**src/rtl/activation_unit.sv**
```systemverilog
// -----------------------------------------------------------------------------
// activation_unit
//
// Streams len elements from an input memory, applies an element-wise
// activation function and writes each result to an output memory at the
// same index. One element is processed every RD_LAT+1 cycles.
//
// Optional feature macro: ACT_CLAMP_EN
//   defined   : mode 3 clamps to [0, clamp_max] (signed compare)
//   undefined : mode 3 behaves as ReLU and clamp_max is ignored
//
// Parameters
//   DATA_W     element width (signed two's complement)
//   ADDR_W     memory address width
//   LEN_W      element-count width
//   RD_LAT     input-memory read latency in cycles (1..4)
//   LEAK_SHIFT arithmetic right shift applied to negatives in leaky mode
//
// Ports
//   clk          rising-edge clock
//   reset        asynchronous active-high reset
//   start        one-cycle request to begin a pass (ignored while busy)
//   mode         0=ReLU, 1=leaky ReLU, 2=pass-through, 3=clamp
//   len          number of elements to process
//   clamp_max    upper bound for clamp mode
//   input_addr   read address (held for the whole fetch of one element)
//   input_data   read data, valid RD_LAT cycles after input_addr
//   output_addr  write address
//   output_data  write data
//   write_enable one-cycle write strobe
//   busy         high from the cycle after an accepted start until done
//   done         one-cycle completion pulse
// -----------------------------------------------------------------------------
module activation_unit #(
  parameter int DATA_W     = 32,
  parameter int ADDR_W     = 16,
  parameter int LEN_W      = 10,
  parameter int RD_LAT     = 1,
  parameter int LEAK_SHIFT = 3
) (
  input  logic              clk,
  input  logic              reset,
  input  logic              start,
  input  logic [1:0]        mode,
  input  logic [LEN_W-1:0]  len,
  input  logic [DATA_W-1:0] clamp_max,
  output logic [ADDR_W-1:0] input_addr,
  input  logic [DATA_W-1:0] input_data,
  output logic [ADDR_W-1:0] output_addr,
  output logic [DATA_W-1:0] output_data,
  output logic              write_enable,
  output logic              busy,
  output logic              done
);

  typedef enum logic [2:0] {
    S_IDLE,
    S_FETCH,
    S_WAIT,
    S_WRITE,
    S_FINISH
  } state_e;

  typedef enum logic [1:0] {
    MODE_RELU  = 2'd0,
    MODE_LEAKY = 2'd1,
    MODE_PASS  = 2'd2,
    MODE_CLAMP = 2'd3
  } mode_e;

  // WAIT spends RD_LAT-1 cycles; the counter value on its final cycle.
  localparam logic [1:0] WAIT_LAST = 2'(RD_LAT - 2);

  state_e              state_q, state_d;
  logic [LEN_W-1:0]    i_q, i_d;
  logic [1:0]          wait_q, wait_d;
  mode_e               mode_q, mode_d;
  logic [LEN_W-1:0]    len_q, len_d;
  logic [ADDR_W-1:0]   out_addr_q, out_addr_d;
  logic [DATA_W-1:0]   out_data_q, out_data_d;
  logic                we_q, we_d;
  logic                busy_q, busy_d;
  logic                done_q, done_d;

`ifdef ACT_CLAMP_EN
  logic [DATA_W-1:0]   clamp_q, clamp_d;
`else
  // clamp_max has no function in this build.
  logic                unused_clamp;
  assign unused_clamp = ^clamp_max;
`endif

  // ---------------------------------------------------------------------------
  // Activation function applied to the sample arriving this cycle.
  // ---------------------------------------------------------------------------
  logic              x_neg;
  logic [DATA_W-1:0] leaky_x;
  logic [DATA_W-1:0] act_y;

  assign x_neg   = input_data[DATA_W-1];
  // Arithmetic shift floors toward minus infinity, e.g. -9 >>> 3 = -2.
  assign leaky_x = $signed(input_data) >>> LEAK_SHIFT;

  always_comb begin
    act_y = input_data;
    case (mode_q)
      MODE_RELU:  act_y = x_neg ? '0 : input_data;
      MODE_LEAKY: act_y = x_neg ? leaky_x : input_data;
      MODE_PASS:  act_y = input_data;
      default: begin
`ifdef ACT_CLAMP_EN
        if (x_neg)
          act_y = '0;
        else if ($signed(input_data) > $signed(clamp_q))
          act_y = clamp_q;
        else
          act_y = input_data;
`else
        act_y = x_neg ? '0 : input_data;
`endif
      end
    endcase
  end

  // ---------------------------------------------------------------------------
  // Next-state logic
  // ---------------------------------------------------------------------------
  always_comb begin
    // NOTE: every signal gets a default first so no path can infer a latch.
    state_d    = state_q;
    i_d        = i_q;
    wait_d     = wait_q;
    mode_d     = mode_q;
    len_d      = len_q;
    out_addr_d = out_addr_q;
    out_data_d = out_data_q;
    we_d       = 1'b0;
    busy_d     = busy_q;
    done_d     = 1'b0;
`ifdef ACT_CLAMP_EN
    clamp_d    = clamp_q;
`endif

    case (state_q)
      S_IDLE: begin
        if (start) begin
          mode_d  = mode_e'(mode);
          len_d   = len;
`ifdef ACT_CLAMP_EN
          clamp_d = clamp_max;
`endif
          i_d     = '0;
          busy_d  = 1'b1;
          state_d = (len == '0) ? S_FINISH : S_FETCH;
        end
      end

      S_FETCH: begin
        wait_d  = '0;
        state_d = (RD_LAT == 1) ? S_WRITE : S_WAIT;
      end

      S_WAIT: begin
        if (wait_q == WAIT_LAST)
          state_d = S_WRITE;
        else
          wait_d = wait_q + 2'd1;
      end

      S_WRITE: begin
        we_d       = 1'b1;
        out_addr_d = ADDR_W'(i_q);
        out_data_d = act_y;
        if (i_q == len_q - LEN_W'(1)) begin
          state_d = S_FINISH;
        end else begin
          i_d     = i_q + LEN_W'(1);
          state_d = S_FETCH;
        end
      end

      S_FINISH: begin
        done_d  = 1'b1;
        busy_d  = 1'b0;
        state_d = S_IDLE;
      end

      default: state_d = S_IDLE;
    endcase
  end

  // ---------------------------------------------------------------------------
  // State registers
  // ---------------------------------------------------------------------------
  // NOTE: sequential state uses non-blocking assignments so every register
  // samples its pre-edge next-state value.
  always_ff @(posedge clk or posedge reset) begin
    if (reset) begin
      state_q    <= S_IDLE;
      i_q        <= '0;
      wait_q     <= '0;
      mode_q     <= MODE_RELU;
      len_q      <= '0;
      out_addr_q <= '0;
      out_data_q <= '0;
      we_q       <= 1'b0;
      busy_q     <= 1'b0;
      done_q     <= 1'b0;
`ifdef ACT_CLAMP_EN
      clamp_q    <= '0;
`endif
    end else begin
      state_q    <= state_d;
      i_q        <= i_d;
      wait_q     <= wait_d;
      mode_q     <= mode_d;
      len_q      <= len_d;
      out_addr_q <= out_addr_d;
      out_data_q <= out_data_d;
      we_q       <= we_d;
      busy_q     <= busy_d;
      done_q     <= done_d;
`ifdef ACT_CLAMP_EN
      clamp_q    <= clamp_d;
`endif
    end
  end

  // The read address follows the element index; it stays stable from FETCH
  // through WRITE so the memory sees one address per element.
  assign input_addr   = ADDR_W'(i_q);
  assign output_addr  = out_addr_q;
  assign output_data  = out_data_q;
  assign write_enable = we_q;
  assign busy         = busy_q;
  assign done         = done_q;

endmodule
```
**config.mk**
```make
export PLATFORM = sky130hd
export DESIGN_NAME = activation_unit
export DESIGN_NICKNAME = d
export VERILOG_FILES = /design/src/rtl/activation_unit.sv
export SDC_FILE = /design/constraint.sdc
export NUM_CORES = 1
export LEC_CHECK = 0
export ABC_AREA = 1
export BUFFER_PORTS_ARGS = -buffer_cell sky130_fd_sc_hd__buf_2
export CORE_AREA = 2 2 80 112
export CTS_CLUSTER_SIZE = 24
export DETAILED_ROUTE_END_ITERATION = 8
export DIE_AREA = 0 0 82 114
export GPL_ROUTABILITY_DRIVEN = 1
export PLACE_DENSITY = 0.78
export REMOVE_ABC_BUFFERS = 1
export SLEW_MARGIN = 20
export SYNTH_ARGS = -nofsm -noshare
export SYNTH_HDL_FRONTEND = slang
export SYNTH_SLANG_ARGS = --single-unit
```
**constraint.sdc**
```tcl
create_clock -name clk -period 2.4 [get_ports clk]
set_clock_uncertainty 0.1 [all_clocks]
set_input_delay 0.12 -clock clk [delete_from_list [all_inputs] [get_ports clk]]
set_output_delay 0.12 -clock clk [all_outputs]
set_load 0.02 [all_outputs]
```
Yosys cells after proc, flatten, opt, wreduce, memory -nomap -nowiden:

Index checks and enable logic that the tools add are counted.

* register bits: 72
* input port bits: 79
* output and inout port bits: 67
* word-level logic and storage cells: 52

* equality and inequality tests: 12
* reduce and logical (&&, ||, !) cells: 10
* add/sub/neg operators: 3
* muxes and demuxes: 17

Operator list (number)
* $pmux 32 s2: 1
* $mux 32: 1
* $mux 31: 1
* $mux 10: 2
* $pmux 10 s2: 1
* $mux 3: 4
* $pmux 3 s4: 1
* $add 10x1->10 const B: 1
* $eq 10x10->1: 1
* $logic_not 10->1: 1
* $sub 10x1->10 const B: 1
* $ne 2x2->1 const B: 4
* $reduce_and 2->1: 4
* $eq 3x2->1 const B: 2
* $reduce_bool 2->1: 3
* $eq 2x2->1 const B: 2
* $pmux 2 s2: 1
* $eq 3x1->1 const B: 1
* $eq 3x3->1 const B: 1
* $logic_not 3->1: 1
* $mux 1: 3
* $reduce_and 3->1: 1
* $add 2x1->2 const B: 1
* $eq 2x1->1 const B: 1
* other kinds (2): 2

Depth between registers and ports, before layout:

Gate-level depths: netlist (run 1).

* depth in word-level cells: 4
* depth in mapped cells: 13

Worst setup path before layout (run 1):

Ideal clock, no wire load.

* path kind: reg2reg
* start: register len_q[0]
* end: register i_q[0]
* setup slack: 0.615 ns
* period minus slack after synthesis: 1.785 ns
* required time: 2.234 ns
* cell stages (with the launch flop): 11
* buffers on the path: 0
* setup time: 0.066 ns
* arrival: 1.619 ns
* cell sequence: dfrtp_1 inv_1 ha_1 nand2_2 o21ai_0 nand3_1 nor2_4 nand4_4 nand2_4 nand2_1 nand2_1

* longest elaborated chain between the ends: 4

Ends and longest elaborated chain
* from (decl): RTL line 78 `logic [LEN_W-1:0] len_q, len_d;`
* from (signal assigned): RTL line 217 `len_q <= len_d;`
* $sub 10x1->10: RTL line 174 `if (i_q == len_q - LEN_W'(1)) begin`
* $eq 10x10->1: RTL line 174
* $ne 2x2->1 (no source line)
* $reduce_and 3->1 (no source line)
* to (signal assigned): RTL line 214 `i_q <= i_d;`
* to (decl): RTL line 75 `logic [LEN_W-1:0] i_q, i_d;`

Every way passes these cells.
A chain may end at the register's enable or synchronous reset.

Worst setup path after layout (run 1):

* start: register len_q[0]
* end: register i_q[5]

The elaborated chain is that of the path after synthesis.

==> flow_metrics.py, run 1 <==
metrics = {
    "outcome": {
        "outcome": "completed",
    },
    "global_route": {
        "grt.total_usage": 0.244,
        "grt_pass1_vias": 4042,
        "antenna_found_initial": 0,
        "grt_overflow": 0,
        "grt_max_degree": 57,
        "grt_pass1_wl_mm": 17.5,
    },
    "cells_and_area": {
        "area_growth_pct": 31.6,
        "antennaDiodeCount": 0,
        "fill_cells": 710,
        "finalNetCount": 753,
        "layout-drive-gt1-share": 0.211,
    },
    "clock_network": {
        "cts_made_buffers": 9,
        "hold_buffers": 43,
        "clockBufferDepth": 2,
        "cts_setup_buffers": 0,
        "clock_latency_ns": 0.33,
        "clkSinkCount": 72,
        "ctsResizeCount": 0,
        "root_buffer": "clkbuf_16",
        "cts_tree": "done",
        "cts-htree-levels": 3,
        "clk_pin_slew_ns": 0.05,
    },
    "drt": {
        "vias_per_cell": 5.25,
        "wl_per_cell_um": 14.3,
        "drc": 0,
        "routed-via-count": 4083,
        "wl_mm": 11.1,
        "first_iter_violations": 156,
        "ant_nets": 0,
        "drtPass1Iterations": 5,
    },
    "die": {
        "die_y_um": 114,
        "num_rows": 40,
        "coreArea_um2": 8410,
        "pin_count": 146,
        "dieArea_um2": 9350,
        "initial_core_util": 0.482,
        "fp.dieW_um": 82,
    },
    "pwr": {
        "clkPwrFrac": 0.194,
        "p_leak_nw": 2.65,
        "sw_frac_of_total": 0.453,
        "seq_power_share": 0.309,
        "comb_power_share": 0.497,
        "switchingPower_w": 0.00288,
        "internal_power_w": 0.00348,
        "powerDensity_nw_per_um2": 1190,
        "ir_drop_mv": 0.641,
    },
    "worst_setup_path": {
        "crit_fanout": 10,
        "cp.arrival_ns": 2.31,
        "cp.required_ns": 2.57,
        "crit_type": "register to register",
        "cp-start-kind": "register",
        "endpoint_kind": "register",
    },
    "yosys": {
        "postSynthAreaPerCell_um2": 7.61,
        "yosys_warnings": 0,
        "syn_inst": 532,
        "synth_edf_count": 0,
        "yosysMostFrequentCell": "nand2_1",
        "seq_area_frac_synth": 0.445,
        "synth-main-ff-cell": "dfrtp_1",
        "synth_top_area_frac": 0.445,
        "synth_common_cells": "nand2_1 (136), nor2_1 (84), dfrtp_1 (72), inv_1 (42), o21ai_0 (28)",
        "synth_cell_types": 35,
        "netlist_area_um2": 4050,
        "synth_area_leaders": "dfrtp_1 (44%), nand2_1 (13%), nor2_1 (7.8%), inv_1 (3.9%), a211oi_1 (3.5%)",
        "async_flop_share": 1.00,
        "synth_top_cell_by_area": "dfrtp_1",
        "ys_seq_elements": 72,
    },
    "hold_path": {
        "hold_path_class": "primary input to register",
    },
    "timing": {
        "period_minus_slack_ns": 2.14,
        "setup_violations": 0,
        "fin_crit_sh": 0.892,
        "rsz0062_at_grt": "false",
        "slew_viol_final": 0,
        "slew_headroom": 0.503,
        "hold_viol": 0,
        "whs_ns": 0.0312,
        "fin_tns_setup_ns": 0,
        "max_freq_mhz": 467,
        "tightest_slew_ns": 0.745,
    },
    "placement": {
        "place_hpwl_mm": 7.21,
        "gp_congestion": 0.876,
        "port_buffers": 101,
    },
    "flow_run": {
        "drv_cap": 0,
    },
}
==> flip-flops by register name, indices dropped and copies added, names as in the netlist, 2 cells and up <==
signal	cells
i_q	10
wait_q	2
state_q	3
mode_q	2
output_data	32
output_addr	10
len_q	10
==> power groups by stage <==
stage	registers [W]	clock network [W]	logic (W)
6_report	0.00196	0.00123	0.00316
5_1_grt	0.00201	0.00134	0.00351
4_1_cts	0.00195	0.00127	0.00314
3_5_place_dp	0.00197	0	0.00307
3_3_place_gp	0.00195	0	0.00297
2_1_floorplan	0.00230	0	0.00176
==> final timing paths <==
path,from,end,slack (ns),depth (start not counted)
setup / recovery,len_q[0]$_DFFE_PP0P_,i_q[5]$_DFFE_PP0P_,0.26,10
hold / removal,input_data[28],output_data[28]$_DFFE_PP0P_,0.03,3
setup reg to reg,len_q[0]$_DFFE_PP0P_,i_q[5]$_DFFE_PP0P_,0.26,10
hold reg to reg,output_addr[9]$_DFFE_PP0P_,output_addr[9]$_DFFE_PP0P_,0.38,2
max in group asynchronous,reset,len_q[5]$_DFFE_PP0P_,1.16,4
min in group asynchronous,reset,output_data[8]$_DFFE_PP0P_,0.38,3
==> cell usage in the layout, fill, tap and decap left out, drive strengths merged, types with 9 or more instances in the layout <==
cell type | synthesis | layout
a211oi | 19 | 19
xor2 | 13 | 13
nand3 | 24 | 24
nor2 | 91 | 91
o21ai | 29 | 29
clkbuf | 22 | 14
a221oi | 9 | 9
nand2 | 140 | 140
dfrtp | 72 | 72
dlygate4sd3 | 0 | 43
buf | 15 | 109
conb | 1 | 12
inv | 43 | 43
a21oi | 26 | 26
==> worst max-delay path, stage by stage, from the launching register on <==
cell and delay [ns]:
dfrtp_1 0.39, inv_1 0.15, ha_1 0.30, nand2_2 0.12, o21ai_0 0.17, nand3_1 0.16, nor2_4 0.17, nand4_4 0.19
nand2_4 0.18, nand2_1 0.07, nand2_1 0.06
==> final cells by class <==
type / instances / area, um2 / area share
multi-input combinational: 390 / 1950 / 0.366
tap: 105 / 131 / 0.0246
sequential: 72 / 1800 / 0.338
clock buffer: 14 / 274 / 0.0514
inverter: 44 / 165 / 0.0310
timing repair buffer: 152 / 1010 / 0.189
==> per-layer routing <==
metal  wire length, um  global-route usage
met3               740              0.0633
met2              5760               0.435
met4               386               0.134
met1              4230               0.253
met5                 0                   0
==> stage by stage <==
step / power, W / worst slack, ns / utilization / cell area, um2 / std cells
2_1_floorplan: 0.00407 / -0.922 / - / 3900 / 506
3_3_place_gp: 0.00492 / 0.207 / 0.549 / 4620 / 720
3_5_place_dp: 0.00504 / 0.253 / 0.550 / 4630 / 720
4_1_cts: 0.00636 / 0.244 / 0.634 / 5330 / 777
5_1_grt: 0.00686 / 0.0934 / 0.634 / 5330 / 777
6_report: 0.00635 / 0.260 / 0.634 / 5330 / 777
==> cells by family (layout without fill, tap and decap cells) <==
group / count (synthesis) / in the layout / share of synthesized area
simple gates: 268 / 268 / 0.278
compound gates: 88 / 88 / 0.134
buf+inv: 81 / 210 / 0.0871
flops: 72 / 72 / 0.445
xor+xnor: 16 / 16 / 0.0365
fa+ha+maj: 5 / 5 / 0.0154
other cells: 1 / 12 / 0.000926
mux: 1 / 1 / 0.00278
Power figures use the tool's default switching activity.
==> inputs of run 2 (changes only) <==
ABC_AREA = 0   (was 1)
CORE_AREA = 2 2 78 110   (was 2 2 80 112)
DIE_AREA = 0 0 80 112   (was 0 0 82 114)
PLACE_DENSITY = 0.8   (was 0.78)
clock period = 2.7 ns   (was 2.4 ns; I/O delays follow)
==> flow_metrics.py, run 2 <==
metrics = {
    "die": {
        "fp.dieW_um": 80,
        "initial_core_util": 0.491,
        "die_y_um": 112,
        "coreArea_um2": 8000,
        "dieArea_um2": 8960,
        "pin_count": 146,
        "num_rows": 39,
    },
    "worst_setup_path": {
        "cp-startpoint": "len_q[2]$_DFFE_PP0P_",
        "crit_fanout": 11,
        "cp_slowest_cell": "dfrtp_1",
        "endpoint_kind": "register",
        "crit_type": "register to register",
        "cp.required_ns": 2.82,
        "cp_cell_sequence": "or3_1, o31a_1, o211a_1, o2111ai_1, buf_4, nand2_1, a31o_2",
        "timing.rr.start": "len_q[2]$_DFFE_PP0P_",
        "max_stage_delay_ns": 0.44,
        "cp.arrival_ns": 2.49,
        "cp-start-kind": "register",
    },
    "pwr": {
        "powerDensity_nw_per_um2": 1240,
        "clkPwrFrac": 0.191,
        "comb_power_share": 0.487,
        "internal_power_w": 0.00346,
        "sw_frac_of_total": 0.441,
        "switchingPower_w": 0.00273,
        "seq_power_share": 0.321,
        "ir_drop_mv": 0.675,
        "p_leak_nw": 2.56,
    },
    "timing": {
        "fin_tns_setup_ns": 0,
        "fin_crit_sh": 0.877,
        "slew_headroom": 0.572,
        "whs_ns": 0.00892,
        "hold_viol": 0,
        "slew_viol_final": 0,
        "rsz0062_at_grt": "false",
        "fin_ws_ns": 0.332,
        "tightest_slew_ns": 0.641,
        "setup_violations": 0,
        "period_minus_slack_ns": 2.37,
        "max_freq_mhz": 422,
    },
    "placement": {
        "gp_congestion": 0.881,
        "place_ws_ns": 0.351,
        "place_hpwl_mm": 6.86,
        "port_buffers": 101,
    },
    "yosys": {
        "synth_area_leaders": "dfrtp_1 (46%), nand2_1 (9.3%), a221oi_1 (6.5%), nor2_1 (5.9%), o21ai_0 (5.4%)",
        "yosysMostFrequentCell": "nand2_1",
        "async_flop_share": 1.00,
        "synth_edf_count": 0,
        "synth_common_cells": "nand2_1 (97), dfrtp_1 (72), nor2_1 (62), o21ai_0 (42), inv_1 (39)",
        "postSynthAreaPerCell_um2": 8.23,
        "synth-main-ff-cell": "dfrtp_1",
        "syn_inst": 477,
        "synth_cell_types": 47,
        "yosys_warnings": 0,
        "seq_area_frac_synth": 0.459,
        "synth_top_area_frac": 0.459,
        "synth_top_cell_by_area": "dfrtp_1",
        "ys_seq_elements": 72,
        "netlist_area_um2": 3930,
    },
    "clock_network": {
        "cts_tree": "done",
        "root_buffer": "clkbuf_16",
        "clockBufferDepth": 2,
        "cts_made_buffers": 9,
        "clkSinkCount": 72,
        "clock_latency_ns": 0.33,
        "cts-htree-levels": 3,
        "cts_setup_buffers": 0,
        "clk_pin_slew_ns": 0.06,
    },
    "cells_and_area": {
        "finalNetCount": 670,
        "final_cell_mix": "buf_2 (101), nand2_1 (97), dfrtp_1 (72)",
        "fill_cells": 695,
        "layout-drive-gt1-share": 0.227,
        "antennaDiodeCount": 0,
        "final_common_cell": "buf_2",
        "utilization": 0.621,
        "area_growth_pct": 26.6,
        "largest_reg_flops": 32,
    },
    "drt": {
        "routed-via-count": 3692,
        "drc": 0,
        "ant_nets": 0,
        "wl_mm": 9.89,
        "first_iter_violations": 162,
        "wl_per_cell_um": 14.3,
        "drtPass1Iterations": 4,
        "vias_per_cell": 5.33,
    },
    "hold_path": {
        "min_from": "input_data[16]",
        "hold_path_class": "primary input to register",
    },
    "outcome": {
        "outcome": "completed",
    },
    "flow_run": {
        "drv_cap": 0,
    },
    "global_route": {
        "grt_overflow": 0,
        "grt_max_degree": 33,
        "grt_pass1_vias": 3634,
        "grt.total_usage": 0.230,
        "grt_pass1_wl_mm": 16.4,
        "antenna_found_initial": 0,
    },
}
==> run 2: cell count changes after synthesis, sizes merged, moves of 5 or more <==
cell / before / now
nand2: 140 / 97
nor2: 91 / 62
a221oi: 9 / 29
a211oi: 19 / 0
nand3: 24 / 5
a21oi: 26 / 8
o21ai: 29 / 42
xor2: 13 / 3
mux2i: 0 / 7
clkbuf: 22 / 27
xnor2: 3 / 8
==> run 2: repair_timing <==
action | 4_1_cts | 5_1_grt
hold buffers | 18 | 0
gates resized for setup | 0 | 0
endpoints found under the hold margin | 45 | 0
==> run 2: per-layer routing <==
| layer | part of all wire | GRT usage | routed length (um) | vias to the layer above |
|---|---|---|---|---|
| li1 | - | - | - | 1804 |
| met1 | 0.41 | 0.273 | 4090 | 1759 |
| met2 | 0.51 | 0.405 | 5070 | 114 |
| met3 | 0.057 | 0.0454 | 561 | 15 |
| met4 | 0.017 | 0.0847 | 169 | 0 |
| met5 | 0 | 0 | 0 | - |
==> run 2: area by class of cell <==
type	count	area (um2)	area share
flip-flops and latches	72	1800	0.362
multi-input cells	335	1820	0.367
well taps	102	128	0.0257
repair buffers	129	773	0.156
clock buffers	13	260	0.0523
clock inverters	3	40.0	0.00805
inverters	39	146	0.0294
==> run 2: logic make-up after synthesis <==
| group | share of synthesized area |
|---|---|
| mux | 0.0207 |
| compound gates | 0.177 |
| fa+ha+maj | 0.0159 |
| xor+xnor | 0.0245 |
| buf+inv | 0.0902 |
| simple gates | 0.212 |
| flops | 0.459 |
| other cells | 0.000955 |
==> run 2: stage by stage <==
stage | instance area, um2 | cells | total power, W
floorplan | 3760 | 446 | 0.00400
global placement | 4490 | 659 | 0.00489
detailed placement | 4490 | 659 | 0.00501
CTS | 4970 | 693 | 0.00623
global route | 4970 | 693 | 0.00669
finish | 4970 | 693 | 0.00619
==> run 2: power groups by stage <==
stage	sequential [W]	combinational, W	clock (W)
4_1_cts	0.00199	0.00303	0.00120
5_1_grt	0.00206	0.00338	0.00125
3_3_place_gp	0.00198	0.00291	0
3_5_place_dp	0.00201	0.00300	0
6_report	0.00199	0.00302	0.00119
2_1_floorplan	0.00240	0.00160	0
==> run 2: worst paths after layout <==
kind,end,slack (ns),cells past startpoint
worst min-delay path,output_data[16]$_DFFE_PP0P_,0.009,3
worst min register to register,output_addr[0]$_DFFE_PP0P_,0.37,2
max in group asynchronous,len_q[6]$_DFFE_PP0P_,1.49,4
worst max-delay path,i_q[1]$_DFFE_PP0P_,0.33,7
worst max register to register,i_q[1]$_DFFE_PP0P_,0.33,7
min in group asynchronous,done$_DFF_PP0_,0.34,3
==> run 2: worst max-delay path, delay by kind of cell (launching register included) <==
kind / cells / cell delay (ns)
buffers and inverters: 1 / 0.21
AND/OR/NAND/NOR: 2 / 0.55
AO/OA/AOI/OAI: 4 / 0.96
flip-flops: 1 / 0.44
==> inputs of run 3 (changes only) <==
--- a/config.mk
+++ b/config.mk
@@ -9,8 +9,10 @@
 export BUFFER_PORTS_ARGS = -buffer_cell sky130_fd_sc_hd__buf_2
-export CORE_AREA = 2 2 78 110
+export CELL_PAD_IN_SITES_DETAIL_PLACEMENT = 0
+export CELL_PAD_IN_SITES_GLOBAL_PLACEMENT = 1
+export CORE_AREA = 2 2 89 126
 export CTS_CLUSTER_SIZE = 24
 export DETAILED_ROUTE_END_ITERATION = 8
-export DIE_AREA = 0 0 80 112
+export DIE_AREA = 0 0 91 128
 export GPL_ROUTABILITY_DRIVEN = 1
-export PLACE_DENSITY = 0.8
+export PLACE_DENSITY_LB_ADDON = 0.1
 export REMOVE_ABC_BUFFERS = 1
--- a/constraint.sdc
+++ b/constraint.sdc
@@ -4,2 +4,2 @@
 set_output_delay 0.135 -clock clk [all_outputs]
-set_load 0.02 [all_outputs]
+set_load 0.05 [all_outputs]
==> flow_metrics.py, run 3 (same netlist as run 2, synthesis figures left out) <==
metrics = {
    "outcome": {
        "outcome": "completed",
    },
    "global_route": {
        "grt_pass1_vias": 3497,
        "grt_max_degree": 73,
        "antenna_found_initial": 0,
        "grt.total_usage": 0.187,
        "grt_overflow": 0,
        "grt_pass1_wl_mm": 17.3,
    },
    "clock_network": {
        "clkSinkCount": 72,
        "cts_made_buffers": 9,
        "clk_pin_slew_ns": 0.05,
        "ctsResizeCount": 0,
        "cts-htree-levels": 3,
        "clockBufferDepth": 2,
        "cts_tree": "done",
        "clock_latency_ns": 0.33,
        "root_buffer": "clkbuf_16",
    },
    "drt": {
        "wl_mm": 10.6,
        "drc": 0,
        "first_iter_violations": 144,
        "ant_nets": 0,
        "wl_per_cell_um": 14.3,
        "drtPass1Iterations": 4,
        "vias_per_cell": 4.96,
        "routed-via-count": 3689,
    },
    "cells_and_area": {
        "final_cell_mix": "buf_2 (101), nand2_1 (97), dfrtp_1 (72)",
        "finalNetCount": 683,
        "largest_reg_flops": 32,
        "antennaDiodeCount": 0,
        "layout-drive-gt1-share": 0.219,
        "final_cells": 744,
        "final_common_cell": "buf_2",
        "fill_cells": 1131,
        "area_growth_pct": 30.3,
    },
    "timing": {
        "hold_viol": 0,
        "tightest_slew_ns": 0.946,
        "rsz0062_at_grt": "false",
        "slew_headroom": 0.369,
        "setup_violations": 0,
        "fin_crit_sh": 0.912,
        "period_minus_slack_ns": 2.46,
        "slew_viol_final": 0,
        "max_freq_mhz": 406,
        "fin_ws_ns": 0.237,
        "fin_tns_setup_ns": 0,
        "whs_ns": 0.00323,
    },
    "die": {
        "coreArea_um2": 10600,
        "fp.dieW_um": 91,
        "initial_core_util": 0.371,
        "pin_count": 146,
        "die_y_um": 128,
        "num_rows": 45,
        "dieArea_um2": 11600,
    },
    "placement": {
        "port_buffers": 101,
        "gp_congestion": 0.764,
        "place_hpwl_mm": 6.99,
        "place_ws_ns": 0.282,
        "dp_cells": 699,
    },
    "worst_setup_path": {
        "endpoint_kind": "register",
        "regToRegSetupSlack_ns": 0.24,
        "crit_type": "register to register",
        "cp.required_ns": 2.81,
        "cp.arrival_ns": 2.58,
        "cp-start-kind": "register",
        "crit_fanout": 6,
    },
    "pwr": {
        "powerDensity_nw_per_um2": 1370,
        "p_leak_nw": 2.59,
        "ir_drop_mv": 0.488,
    },
    "flow_run": {
        "drv_cap": 0,
    },
    "hold_path": {
        "hold_path_class": "primary input to register",
    },
}
run 3: power breakdown:
group          switching (W)  internal (W)  leakage (nW)  total (W)
clock               0.000418      0.000668         0.130    0.00109
combinational        0.00277       0.00115          1.57    0.00392
sequential          0.000430       0.00157         0.887    0.00200
run 3: worst paths after layout:
kind	startpoint	to	depth (start not counted)
max	len_q[0]$_DFFE_PP0P_	state_q[0]$_DFFE_PP0P_	9
min	input_data[18]	output_data[18]$_DFFE_PP0P_	3
max reg2reg	len_q[0]$_DFFE_PP0P_	state_q[0]$_DFFE_PP0P_	9
min reg2reg	output_addr[2]$_DFFE_PP0P_	output_addr[2]$_DFFE_PP0P_	2
max in group asynchronous	reset	output_data[0]$_DFFE_PP0P_	3
min in group asynchronous	reset	output_data[30]$_DFFE_PP0P_	3
run 3: worst max-delay path: stages (launching register included):
cell and delay (ns):
dfrtp_1 0.44, inv_1 0.09, ha_1 0.29, o21ba_2 0.22, a221oi_1 0.33, o32a_1 0.23, o2111ai_1 0.14, buf_4 0.20
o21a_1 0.17, nor2b_1 0.13
run 3: cell type report:
class	instances	area (um2)	area share
Multi-Input combinational cell	335	1820	0.356
Sequential cell	72	1800	0.352
Timing Repair Buffer	142	901	0.176
Clock buffer	15	268	0.0523
Tap cell	141	176	0.0345
Inverter	39	146	0.0286
run 3: timing repair:
item | CTS | global route
setup buffers | 0 | 0
endpoints found under the setup margin | 0 | 0
hold endpoints to repair | 30 | 0
hold buffers | 30 | 0
run 3: metal layers:
layer / vias up / track usage / part of all wire
met3: 11 / 0.0317 / 0.036
met1: 1765 / 0.222 / 0.42
met4: 0 / 0.0588 / 0.013
met5: - / 0 / 0
li1: 1834 / - / -
met2: 79 / 0.344 / 0.53
run 3: metrics by stage:
step,util,cell area (um2),power (W)
floorplan,-,3760,0.00486
detailed placement,0.430,4550,0.00595
CTS,0.483,5120,0.00711
global route,0.483,5120,0.00752
finish,0.483,5120,0.00700
global placement,0.430,4550,0.00589
